[src/rtl/i2c_ctrl_bank_pkg.sv]
// Shared definitions for the I2C control/status register bank:
// register map offsets, the default self-clear bit and the address decoder.
package i2c_ctrl_bank_pkg;

   localparam int unsigned CTL_BASE  = 0;  // first control word
   localparam int unsigned STAT_OFS  = 0;  // status word, relative to end of control words
   localparam int unsigned MASK_OFS  = 1;  // irq mask word, relative to end of control words
   localparam int unsigned CTL_RESET = 0;  // default self-clearing bit in control word 0
   localparam int unsigned SC_CNT_W  = 8;

   typedef enum logic [1:0] {
      SEL_CTL,
      SEL_STAT,
      SEL_MASK,
      SEL_NONE
   } reg_sel_e;

   function automatic reg_sel_e reg_decode(input int unsigned a, input int unsigned num_ctl);
      if (a < CTL_BASE + num_ctl)                  return SEL_CTL;
      if (a == CTL_BASE + num_ctl + STAT_OFS)      return SEL_STAT;
      if (a == CTL_BASE + num_ctl + MASK_OFS)      return SEL_MASK;
      return SEL_NONE;
   endfunction

endpackage

[src/rtl/i2c_sc_timer.sv]
// Hold counter for self-clearing control bits: load restarts at HOLD,
// expire flags the edge at which the held bits must drop.
module i2c_sc_timer
   import i2c_ctrl_bank_pkg::*;
#(
   parameter int HOLD = 1
) (
   input  logic pclk,
   input  logic rst,
   input  logic load,
   input  logic clear,
   output logic expire,
   output logic busy
);

   logic [SC_CNT_W-1:0] cnt;

   always_ff @(posedge pclk) begin
      if (rst)                  cnt <= '0;
      else if (load)            cnt <= SC_CNT_W'(HOLD);
      else if (clear)           cnt <= '0;
      else if (cnt != '0)       cnt <= cnt - 1'b1;
   end

   assign busy   = (cnt != '0);
   // A reload or clear at the terminal count overrides the expiry.
   assign expire = (cnt == SC_CNT_W'(1)) && !load && !clear;

endmodule

[src/rtl/i2c_ctrl_bank.sv]
// APB-side control/status register bank for the I2C peripheral: control words
// with byte strobes, self-clearing bits in word 0, sticky W1C status, irq mask.
module i2c_ctrl_bank
   import i2c_ctrl_bank_pkg::*;
#(
   parameter int                DATA_W  = 32,
   parameter int                NUM_CTL = 2,
   parameter int                STAT_W  = 8,
   parameter logic [DATA_W-1:0] SC_MASK = DATA_W'(1) << CTL_RESET,
   parameter int                SC_HOLD = 1,
   localparam int               ADDR_W  = $clog2(NUM_CTL + 2)
) (
   input  logic                      pclk,
   input  logic                      rst,
   input  logic                      write,
   input  logic                      read,
   input  logic [ADDR_W-1:0]         addr,
   input  logic [DATA_W-1:0]         wdata,
   input  logic [DATA_W/8-1:0]       be,
   output logic [DATA_W-1:0]         rdata,
   output logic                      rvalid,
   output logic [NUM_CTL*DATA_W-1:0] control,
   input  logic [STAT_W-1:0]         status_set,
   output logic                      irq
);

   localparam int BYTES = DATA_W / 8;

   reg_sel_e                         sel;
   logic [DATA_W-1:0]                be_mask;
   logic [NUM_CTL-1:0]               ctl_we;
   logic [NUM_CTL-1:0][DATA_W-1:0]   ctl_q, ctl_wr, ctl_d;
   logic [STAT_W-1:0]                stat_q, stat_d, mask_q, mask_d, w1c;
   logic                             stat_we, mask_we;
   logic [DATA_W-1:0]                sc_en, rd_word;
   logic                             sc_touch, sc_load, sc_clear, sc_expire, sc_busy;

   assign sel = reg_decode(32'(addr), NUM_CTL);

   for (genvar b = 0; b < BYTES; b++) begin : g_be
      assign be_mask[b*8 +: 8] = {8{be[b]}};
   end

   // Byte-merged next value for every control word.
   for (genvar k = 0; k < NUM_CTL; k++) begin : g_ctl
      assign ctl_we[k] = write && (sel == SEL_CTL) && (addr == ADDR_W'(CTL_BASE + k));
      for (genvar b = 0; b < BYTES; b++) begin : g_byte
         assign ctl_wr[k][b*8 +: 8] = (ctl_we[k] && be[b]) ? wdata[b*8 +: 8]
                                                            : ctl_q[k][b*8 +: 8];
      end
      if (k == 0) begin : g_sc
         assign ctl_d[k] = sc_expire ? (ctl_wr[k] & ~SC_MASK) : ctl_wr[k];
      end else begin : g_plain
         assign ctl_d[k] = ctl_wr[k];
      end
   end

   // Only a write that actually reaches an SC bit through its byte strobe
   // touches the hold timer; other writes to word 0 let it run on.
   assign sc_en    = SC_MASK & be_mask;
   assign sc_touch = ctl_we[0] && (sc_en != '0);
   assign sc_load  = sc_touch && ((wdata & sc_en) != '0);
   assign sc_clear = sc_touch && !sc_load && sc_busy;

   i2c_sc_timer #(
      .HOLD (SC_HOLD)
   ) u_sc_timer (
      .pclk   (pclk),
      .rst    (rst),
      .load   (sc_load),
      .clear  (sc_clear),
      .expire (sc_expire),
      .busy   (sc_busy)
   );

   assign stat_we = write && (sel == SEL_STAT);
   assign mask_we = write && (sel == SEL_MASK);
   assign w1c     = stat_we ? (wdata[STAT_W-1:0] & be_mask[STAT_W-1:0]) : '0;
   // Set is applied after the clear so a coincident event is never lost.
   assign stat_d  = (stat_q & ~w1c) | status_set;
   assign mask_d  = mask_we ? ((mask_q & ~be_mask[STAT_W-1:0]) |
                               (wdata[STAT_W-1:0] & be_mask[STAT_W-1:0]))
                            : mask_q;

   always_comb begin
      rd_word = '0;
      case (sel)
         SEL_CTL: begin
            for (int k = 0; k < NUM_CTL; k++)
               if (addr == ADDR_W'(CTL_BASE + k)) rd_word = ctl_q[k];
         end
         SEL_STAT: rd_word = DATA_W'(stat_q);
         SEL_MASK: rd_word = DATA_W'(mask_q);
         default:  rd_word = '0;
      endcase
   end

   always_ff @(posedge pclk) begin
      if (rst) begin
         ctl_q  <= '0;
         stat_q <= '0;
         mask_q <= '0;
         rdata  <= '0;
         rvalid <= 1'b0;
         irq    <= 1'b0;
      end else begin
         ctl_q  <= ctl_d;
         stat_q <= stat_d;
         mask_q <= mask_d;
         rvalid <= read;
         if (read) rdata <= rd_word;
         irq    <= |(stat_q & mask_q);
      end
   end

   assign control = ctl_q;

endmodule

[config.mk]
export PLATFORM = sky130hd
export DESIGN_NAME = i2c_ctrl_bank
export DESIGN_NICKNAME = d
export VERILOG_FILES = /design/src/rtl/i2c_ctrl_bank_pkg.sv /design/src/rtl/i2c_sc_timer.sv /design/src/rtl/i2c_ctrl_bank.sv
export SDC_FILE = /design/constraint.sdc
export NUM_CORES = 1
export LEC_CHECK = 0
export ABC_AREA = 1
export BUFFER_PORTS_ARGS = -buffer_cell sky130_fd_sc_hd__buf_2
export CORE_MARGIN = 2
export CORE_UTILIZATION = 45
export DETAILED_ROUTE_END_ITERATION = 8
export GPL_ROUTABILITY_DRIVEN = 0
export GPL_TIMING_DRIVEN = 0
export PLACE_DENSITY = 0.71
export SLEW_MARGIN = 20
export SYNTH_ARGS = -nofsm -noshare
export SYNTH_HDL_FRONTEND = slang
export SYNTH_SLANG_ARGS = --single-unit
[constraint.sdc]
create_clock -name pclk -period 1.55 [get_ports pclk]
set_input_delay 0.155 -clock pclk [delete_from_list [all_inputs] [get_ports pclk]]
set_output_delay 0.155 -clock pclk [all_outputs]
set_load 0.01 [all_outputs]
==> impl_results.md, run 1 <==
- Gr ovfl total: 0
- Chip Width: 110.4 microns
- Final Slew Violations: 0
- Post-DP HPWL: 10.94 mm
- Crit-path max FO: 6
- Post-synth top flop: dfxtp_1
- Synth Warn #: 0
- Crit path kind: register to register
- Final setup viols: 0
- Clock buffer count from CTS: 17
- Status: finished clean
- Syn Nets: 733
- Distinct cells, synth: 29
- Top post-synthesis cells by count: dfxtp_1 (122), inv_1 (106), o21ai_0 (96)
- Data arrival time of the worst path: 1.67 ns
- Number of flops mapped to enable cells by yosys: 0
- Lkg Pwr: 0.003194 uW
- Power per Cell Area: 1321 nW/um^2
- Setup TNS: 0 ns
- Core area: 10940 sq um
- IO buf count: 145
- First-pass GRT wire length: 23.16 mm
- Dpl ws: 0.1131 ns
- Mapped cell area: 5091 sq um
- Syn-to-layout area delta: 30.97%
- Placed cells: 965
- Clock Tree Buf Depth: 2
- Tmin final: 1.365 ns
- Multi-input logic area: 2021 sq um
- CTS H-tree depth: 4
- Top Ports: 148
- Final Hold Fails: 0
- Final worst path period share: 88.10%
- Total power: 8810 uW
- Startpoint Class: register
- Filler cells: 983
- Total Nets Final: 905
- Worst Tran Pin Value: 0.5704 ns
- Top-count cell post-synth: dfxtp_1
- Via count: 5209
- GRT Overall Usage: 25.27%
- Required @ worst endpoint: 1.85 ns
- MaxCap Viol Count: 0
- CTS tree: yes
- Setup ws final: 0.1845 ns
- Avg Inst Size Synth: 7.487 sq um
- Starting Density: 46.56%
- Post-CTS setup buffers: 0
- Top cells by area, synth: dfxtp_1 (48%), o21ai_0 (9.4%), inv_1 (7.8%), a21oi_1 (7.6%), nor2_1 (6.8%)
- Cell taking the most area after synthesis: dfxtp_1
- Synth top area share: 47.97%
- Cells after Synth: 680
- Share of cells above drive strength 1: 24.62%
- Reg area: 2442 sq um
- Die Y: 110.4 microns
- Crit end category: register
- Clock Sinks: 122
- Die area: 12180 sq um
- Max Fclk: 0.7323 GHz
- Clock latency on the worst-skew pair: 0.42 ns
- DRC: 0
- Final wirelength: 15.02 mm
- Register area share after synthesis: 47.97%
- RSZ-0062 raised after global routing: false
- Worst IR Drop VDD: 784.0 uV
- Initial antenna violation count: 0
- Number of antenna diodes: 0
- Drt first-iter violations: 427
- Worst slew margin: 61.98%
- DRT Pass-1 Iters: 5
- Synth async-reset ratio: 0%
- Yosys reg bits: 122
- Worst Hold Class: input pin to register
- Clock-pin slew on the worst setup and hold paths: 0.06 ns
- Final Cell Area: 6668 sq um
- Routed Antenna Nets: 0
- Largest net degree at the start of global routing: 17
- Clk_skew: 0.007822 ns
- DR WL/cell: 14.95 microns
- Vias in the first global route: 4693
- CTS root buf: clkbuf_16
- Layout Cells excl Fill: 1005
- # rows: 38
- Via/cell ratio: 5.183
- Post-DP Area: 5992 sq um
==> cells in the final DEF, fill, tap and decap left out <==
cell type      instances
nand3_2                1
o31ai_1                1
a22o_1                 1
a22oi_1                1
clkinv_4               2
dfxtp_1              122
clkbuf_16             17
clkbuf_8               3
o22ai_1               26
dlygate4sd3_1          8
o21ai_1                7
buf_6                  7
clkinvlp_4             3
inv_2                  3
nand2_4                2
buf_4                  8
a211oi_1               5
nand3_1               16
buf_1                  1
a21oi_1               77
ha_1                   3
buf_2                150
clkinv_2               4
nand4_1                4
nor2_4                 4
nand2_1               66
clkbuf_1              15
xnor2_1                1
clkinv_1               1
nand2_2                6
bufinv_16              2
inv_1                106
nor3_2                 1
o21ai_0               96
nor2_1                92
xor2_1                 3
==> routing by layer <==
metal | global-route usage (%) | vias to the layer above | wire length [microns]
met4 | 12.14 | 0 | 398
met1 | 32.10 | 2392 | 6374
li1 | - | 2548 | -
met2 | 40.80 | 232 | 7007
met5 | 0 | - | 0
met3 | 5.467 | 37 | 1242
==> report_power, final <==
part,internal [uW],switching [uW]
sequential,3370,146
combinational,521,868
clock,2480,1430
total,6370,2440
==> final cells by class <==
type | count | share of cell area [%]
Buffer | 35 | 3.303
Inverter | 110 | 6.193
Clock inverter | 11 | 1.801
Sequential cell | 122 | 36.63
Timing Repair Buffer | 153 | 12.08
Clock buffer | 21 | 7.056
Multi-Input combinational cell | 413 | 30.31
Tap cell | 140 | 2.627
==> worst max-delay path, cell delays in order (launching register included) <==
cell and delay [ns]:
dfxtp_1 0.33, inv_1 0.14, ha_1 0.17, inv_1 0.05, nor3_2 0.17, nand2_1 0.16, nand3_2 0.17, nor2_1 0.07
==> worst paths after layout <==
kind / startpoint / to / slack, ns / cells past startpoint
setup / recovery: u_sc_timer.cnt[0] / u_sc_timer.cnt[6] / 0.18 / 7
hold / removal: wdata[22] / control[22] / 0.02 / 3
setup reg to reg: u_sc_timer.cnt[0] / u_sc_timer.cnt[6] / 0.18 / 7
hold reg to reg: control[63] / control[63] / 0.47 / 2
==> metrics by stage <==
stage | utilization (%) | hold WS, ns
after detailed placement | 54.79 | 0.3975
after global routing | 60.97 | 0.03413
final | 60.97 | 0.01936
after global placement | 54.79 | 0.3948
after CTS | 60.93 | 0.01212
after floorplan | - | 0.2890
==> sequential cells by signal, summed over array words and instances (netlist names), named ones only <==
register and flops:
stat_q 8, control 64, u_sc_timer.cnt 8, irq 1, rvalid 1, rdata 32
==> what timing repair did <==
item                                    in CTS  in global routing
hold buffers                                 8                  0
resized for setup                            0                  1
endpoints found under the hold margin        8                  0
endpoints found under the setup margin       0                  8
==> kinds of logic (layout without fill, tap and decap cells) <==
kind of cell,count (synthesis),after routing,synth area share [%]
adders and majority gates,3,3,0.7374
and+or+nand+nor,192,192,16.07
DFF,122,122,47.97
xor gates and xnor gates,4,4,0.6883
buffers and inverters,145,330,12.44
AOI/OAI and AO/OA,214,214,22.09
(Power assumes the default switching activity.)
==> run 2, diff against run 1 <==
ABC_AREA = 0   (was 1)
HOLD_SLACK_MARGIN = 0.05   (was unset)
==> run 2 against run 1 <==
Against the previous run:
- the run now ends with setup timing left
- sequential cell count did not move
- fmax fell by 13%
- largest cell class is now multi-input combinational cells
- die area decreased by 0.76%
- power down 1.0%
- clock skew up 0.0027 ns
- count of clock-buffer cells in the layout shrank 3
- critical path depth fell by 2
- non-clock buffer count rose by 41
- worst setup slack worse by 0.21 ns
==> impl_results.md, run 2 <==
- Die area: 12090 sq um
- # rows: 38
- Final wirelength: 15.36 mm
- Routed Antenna Nets: 0
- Data arrival time of the worst path: 1.99 ns
- Max reg flops: 64
- Reg area: 2447 sq um
- Internal power: 6425 uW
- Crit path to: u_sc_timer.cnt[0]
- IO buf count: 147
- CTS root buf: clkbuf_8
- Multi-input logic area: 2472 sq um
- Final Hold Fails: 0
- Cell taking the most area after synthesis: dfxtp_1
- Final Slew Violations: 0
- Clk pwr share: 45.8%
- Sw Share: 26.32%
- Crit end category: register
- Required @ worst endpoint: 1.97 ns
- CTS tree: yes
- Power per Cell Area: 1240 nW/um^2
- Most frequent cells in the layout: buf_2 (155), dfxtp_1 (118), nand2_1 (95)
- Gr ovfl total: 0
- Die Y: 109.9 microns
- MaxCap Viol Count: 0
- Worst Hold Class: input pin to register
- RSZ-0062 raised after global routing: true
- Via count: 4838
- Starting Density: 46.39%
- Worst IR Drop VDD: 732.5 uV
- Worst slew margin: 45.16%
- DR WL/cell: 16.69 microns
- Routed length on met3: 1.201 mm
- Largest net degree at the start of global routing: 17
- Vias in the first global route: 4922
- Startpoint Class: register
- Filler cells: 915
- Mapped cell area: 5051 sq um
- Top-count cell post-synth: dfxtp_1
- R2R cell count: 5
- P_sw: 2295 uW
- Crit path kind: register to register
- Metal1 wirelength: 6.362 mm
- Post-DP HPWL: 10.39 mm
- Total Nets Final: 820
- Clk_skew: 0.01054 ns
- Core area: 10890 sq um
- Met2 routed WL: 7.494 mm
- R2R Path Start: u_sc_timer.cnt[1]
- Status: complete, but fails checks
- Initial antenna violation count: 0
- Clock buffer count from CTS: 17
- Number of flops mapped to enable cells by yosys: 0
- R2r endpoint: u_sc_timer.cnt[0]
- Violated checks: setup timing
- Total power: 8721 uW
- Drt first-iter violations: 317
- Number of antenna diodes: 0
- First-pass GRT wire length: 24.18 mm
- DRC: 0
- DRT Pass-1 Iters: 4
- Tmin final: 1.571 ns
- Most common cell after layout, fill and taps aside: buf_2
- Synth top area share: 48.35%
- CTS H-tree depth: 4
- Synth async-reset ratio: 0%
- Final worst path period share: 101.4%
- Reg power frac: 39.5%
- Post-synth top flop: dfxtp_1
- GRT Overall Usage: 26.03%
- Crit path launch: u_sc_timer.cnt[1]
- Via/cell ratio: 5.259
- Max Fclk: 0.6365 GHz
- Clock Sinks: 122
- Register area share after synthesis: 48.35%
- Clock Tree Buf Depth: 2
- Setup ws final: -0.02120 ns
- Worst Tran Pin Value: 0.8226 ns
- Cells after Synth: 557
- Final setup viols: 2
- Distinct cells, synth: 40
- Uppermost routed layer: met4
- Syn-to-layout area delta: 39.24%
- Top Ports: 148
- Clock-pin slew on the worst setup and hold paths: 0.06 ns
- Lkg Pwr: 0.003040 uW
- Clock latency on the worst-skew pair: 0.51 ns
- Share of cells above drive strength 1: 30.26%
- Yosys reg bits: 122
- Reg2Reg Setup Slack: -0.02 ns
- Syn Nets: 610
- Synth Warn #: 0
- Comb pwr share: 14.7%
- Crit-path max FO: 5
- Top post-synthesis cells by count: dfxtp_1 (122), nand2_1 (95), a21oi_1 (74)
- Dpl ws: -0.4681 ns
- Chip Width: 109.9 microns
- Avg Inst Size Synth: 9.068 sq um
- Top cells by area, synth: dfxtp_1 (48%), a21oi_1 (7.3%), nand2_1 (7.1%), mux2i_1 (6.5%), mux2_2 (5.4%)
-- run 2: worst min-delay path by stage --
stage | start | to | slack, ns | depth (start not counted)
4_1_cts | read | rdata[31] | 0.06 | 4
6_report | read | rdata[31] | 0.07 | 4
5_1_grt | read | rdata[8] | 0.09 | 4
2_1_floorplan | wdata[7] | register | 0.29 | 2
3_3_place_gp | wdata[30] | control[30] | 0.40 | 3
3_5_place_dp | wdata[25] | control[25] | 0.42 | 3
-- run 2: kinds of logic after synthesis --
| kind of cell | Yosys count | synth area share (%) |
|---|---|---|
| simple gates | 234 | 22.10 |
| buf+inv | 41 | 3.270 |
| mux | 65 | 15.46 |
| flops | 122 | 48.35 |
| xor+xnor | 2 | 0.3469 |
| fa+ha+maj | 3 | 0.7432 |
| compound gates | 90 | 9.735 |
-- run 2: per-layer routing --
layer,track usage [%],vias up
li1,-,2331
met1,30.87,2276
met2,44.61,204
met3,7.232,27
met4,9.855,0
met5,0,-
-- run 2: power by group through the flow --
stage | clock network [uW] | registers [uW] | logic [uW]
2_1_floorplan | 0 | 3470 | 704
3_3_place_gp | 0 | 3480 | 1000
3_5_place_dp | 0 | 3490 | 1040
4_1_cts | 4020 | 3430 | 1210
5_1_grt | 4160 | 3460 | 1410
6_report | 3990 | 3440 | 1280
-- run 2: critical path, cell delays in order, from the launching register on --
cell and delay, ns:
dfxtp_2 0.35, inv_2 0.09, ha_4 0.13, or3b_4 0.40, or3_1 0.33, a31oi_1 0.18
-- run 2: final cells by class --
class | count | share of cell area [%]
multi-input combinational | 394 | 35.15
sequential | 122 | 34.80
tap | 140 | 2.491
buffer | 37 | 2.135
clock inverter | 14 | 2.419
clock buffer | 18 | 6.084
timing repair buffer | 192 | 16.72
inverter | 3 | 0.1957
-- run 2: what timing repair did --
item                       in CTS  in global routing
gates cloned                    0                  0
setup buffers                   2                  2
setup endpoints to repair       9                 30
hold buffers                   41                  0
hold endpoints to repair       83                  0
gates resized for setup        10                  6
pin swaps                       2                  2
-- run 2: stage by stage --
| step | instances | setup TNS (ns) | util, % | hold WS [ns] | area, sq um |
|---|---|---|---|---|---|
| floorplan | 557 | 0 | - | 0.2910 | 5054 |
| global placement | 844 | -29.94 | 54.78 | 0.4032 | 5964 |
| detailed placement | 844 | -34.07 | 54.78 | 0.4158 | 5964 |
| CTS | 919 | 0 | 64.33 | 0.05515 | 7004 |
| global route | 920 | -0.2233 | 64.59 | 0.09098 | 7033 |
| finish | 920 | -0.02470 | 64.59 | 0.06768 | 7033 |
==> run 3, diff against run 2 <==
CAP_MARGIN = 40   (was unset)
CORE_MARGIN = unset   (was 2)
SLEW_MARGIN = unset   (was 20)
==> run 3 against run 2 <==
Against the previous run:
- the flow still finishes with violations (setup timing)
- register-to-register slack gained 0.02 ns
- highest routed layer unchanged
- via count is 1.9% higher
- critical path depth stayed put
- sequential share of layout area barely moved
- sequential power barely moved
==> impl_results.md, run 3 (synthesis results as in run 2) <==
- Lkg Pwr: 0.003042 uW
- Gr ovfl total: 0
- Clk_skew: 0.005195 ns
- DRT Pass-1 Iters: 5
- Worst-path cell chain: inv_2, ha_4, or3b_4, or2_1, a211oi_2
- Syn-to-layout area delta: 39.53%
- Crit end category: register
- GRT Overall Usage: 26.54%
- Drt first-iter violations: 271
- Setup ws final: -0.005457 ns
- Tmin final: 1.555 ns
- MaxCap Viol Count: 0
- Post-DP HPWL: 10.39 mm
- CTS root buf: clkbuf_8
- DR WL/cell: 16.66 microns
- Final wirelength: 15.36 mm
- Vias in the first global route: 4764
- Top Ports: 148
- Most common cell after layout, fill and taps aside: buf_2
- CP max stage cell: or3b_4
- IO buf count: 147
- Worst Tran Pin Value: 0.7913 ns
- Clock latency on the worst-skew pair: 0.52 ns
- Most frequent cells in the layout: buf_2 (155), dfxtp_1 (118), nand2_1 (95)
- Final Hold Fails: 0
- First-pass GRT wire length: 23.67 mm
- Largest net degree at the start of global routing: 17
- Clock Sinks: 122
- RSZ-0062 raised after global routing: true
- Starting Density: 46.39%
- Startpoint Class: register
- Status: complete, but fails checks
- Dpl ws: -0.3725 ns
- Die area: 11650 sq um
- Required @ worst endpoint: 1.98 ns
- Crit-path max cell delay: 0.40 ns
- DRC: 0
- Max Fclk: 0.6429 GHz
- CTS tree: yes
- Violated checks: setup timing
- Initial antenna violation count: 0
- Worst IR Drop VDD: 674.5 uV
- Power per Cell Area: 1229 nW/um^2
- Share of cells above drive strength 1: 30.56%
- Core area: 10890 sq um
- Number of antenna diodes: 0
- Clock-pin slew on the worst setup and hold paths: 0.06 ns
- Worst hold margin: 0.07975 ns
- Clock buffer count from CTS: 17
- Total Nets Final: 823
- Final setup viols: 1
- CTS H-tree depth: 4
- Worst slew margin: 47.25%
- Crit-path max FO: 5
- Worst Hold Class: input pin to register
- Die Y: 107.9 microns
- Via count: 4929
- Chip Width: 107.9 microns
- Crit path kind: register to register
- Final worst path period share: 100.4%
- Clock Tree Buf Depth: 2
- # rows: 38
- Via/cell ratio: 5.346
- Data arrival time of the worst path: 1.98 ns
- Max reg flops: 64
- Final Slew Violations: 0
- Routed Antenna Nets: 0
[run 3: cell types whose count changed in the layout (fill, tap and decap cells not counted), moves of 2 or more]
cell      previous run  this run
clkinv_2             4         6
buf_4                4         7
inv_6                3         0
dfxtp_2              4         2
dfxtp_4              0         2
[run 3: worst max-delay path, delay by kind of cell, from the launching register on]
family          cells  cell delay [ns]
compound gates      1             0.24
fa+ha+maj           1             0.13
buf+inv             1             0.08
flops               1             0.35
simple gates        2             0.67
[run 3: final cells by class]
class,count,area (sq um)
fill,885,3840
multi-input combinational,394,2487
sequential,122,2452
timing repair buffer,195,1199
clock buffer,18,417.9
tap,140,175.2
clock inverter,13,153.9
buffer,37,148.9
inverter,3,13.76
[run 3: where the power goes]
part	switching (uW)	total, uW	internal [uW]
Sequential	158	3460	3300
Combinational	680	1370	690
Clock	1410	3830	2420
Total	2240	8660	6420
[run 3: per-stage QoR]
step | total power [uW] | instances | utilization, % | setup TNS [ns] | cell area (sq um)
2_1_floorplan | 4175 | 557 | - | 0 | 5054
3_5_place_dp | 4533 | 844 | 54.78 | -28.32 | 5964
6_report | 8660 | 922 | 64.73 | -0.005457 | 7048
5_1_grt | 8944 | 922 | 64.73 | -0.09877 | 7048
3_3_place_gp | 4477 | 844 | 54.78 | -29.23 | 5964
4_1_cts | 8546 | 918 | 64.20 | -0.02155 | 6990
[run 3: timing repair]
item | in CTS | in global routing
resized for setup | 14 | 7
hold buffers | 41 | 0
setup buffers | 2 | 5
endpoints found under the setup margin | 9 | 9
pin swaps | 3 | 5
endpoints found under the hold margin | 83 | 0
[run 3: metal layers]
layer | up-vias | track usage [%] | wire length, microns
met5 | - | 0 | 0
met4 | 0 | 12.82 | 356
met3 | 32 | 6.691 | 1034
met2 | 201 | 44.40 | 7406
met1 | 2357 | 31.72 | 6566
li1 | 2339 | - | -
[run 3: final timing paths]
check / startpoint / to / cells past startpoint / slack (ns)
setup reg to reg: u_sc_timer.cnt[1] / u_sc_timer.cnt[1] / 5 / -0.005
hold reg to reg: control[45] / control[45] / 2 / 0.47
setup / recovery: u_sc_timer.cnt[1] / u_sc_timer.cnt[1] / 5 / -0.005
hold / removal: read / rdata[31] / 4 / 0.08
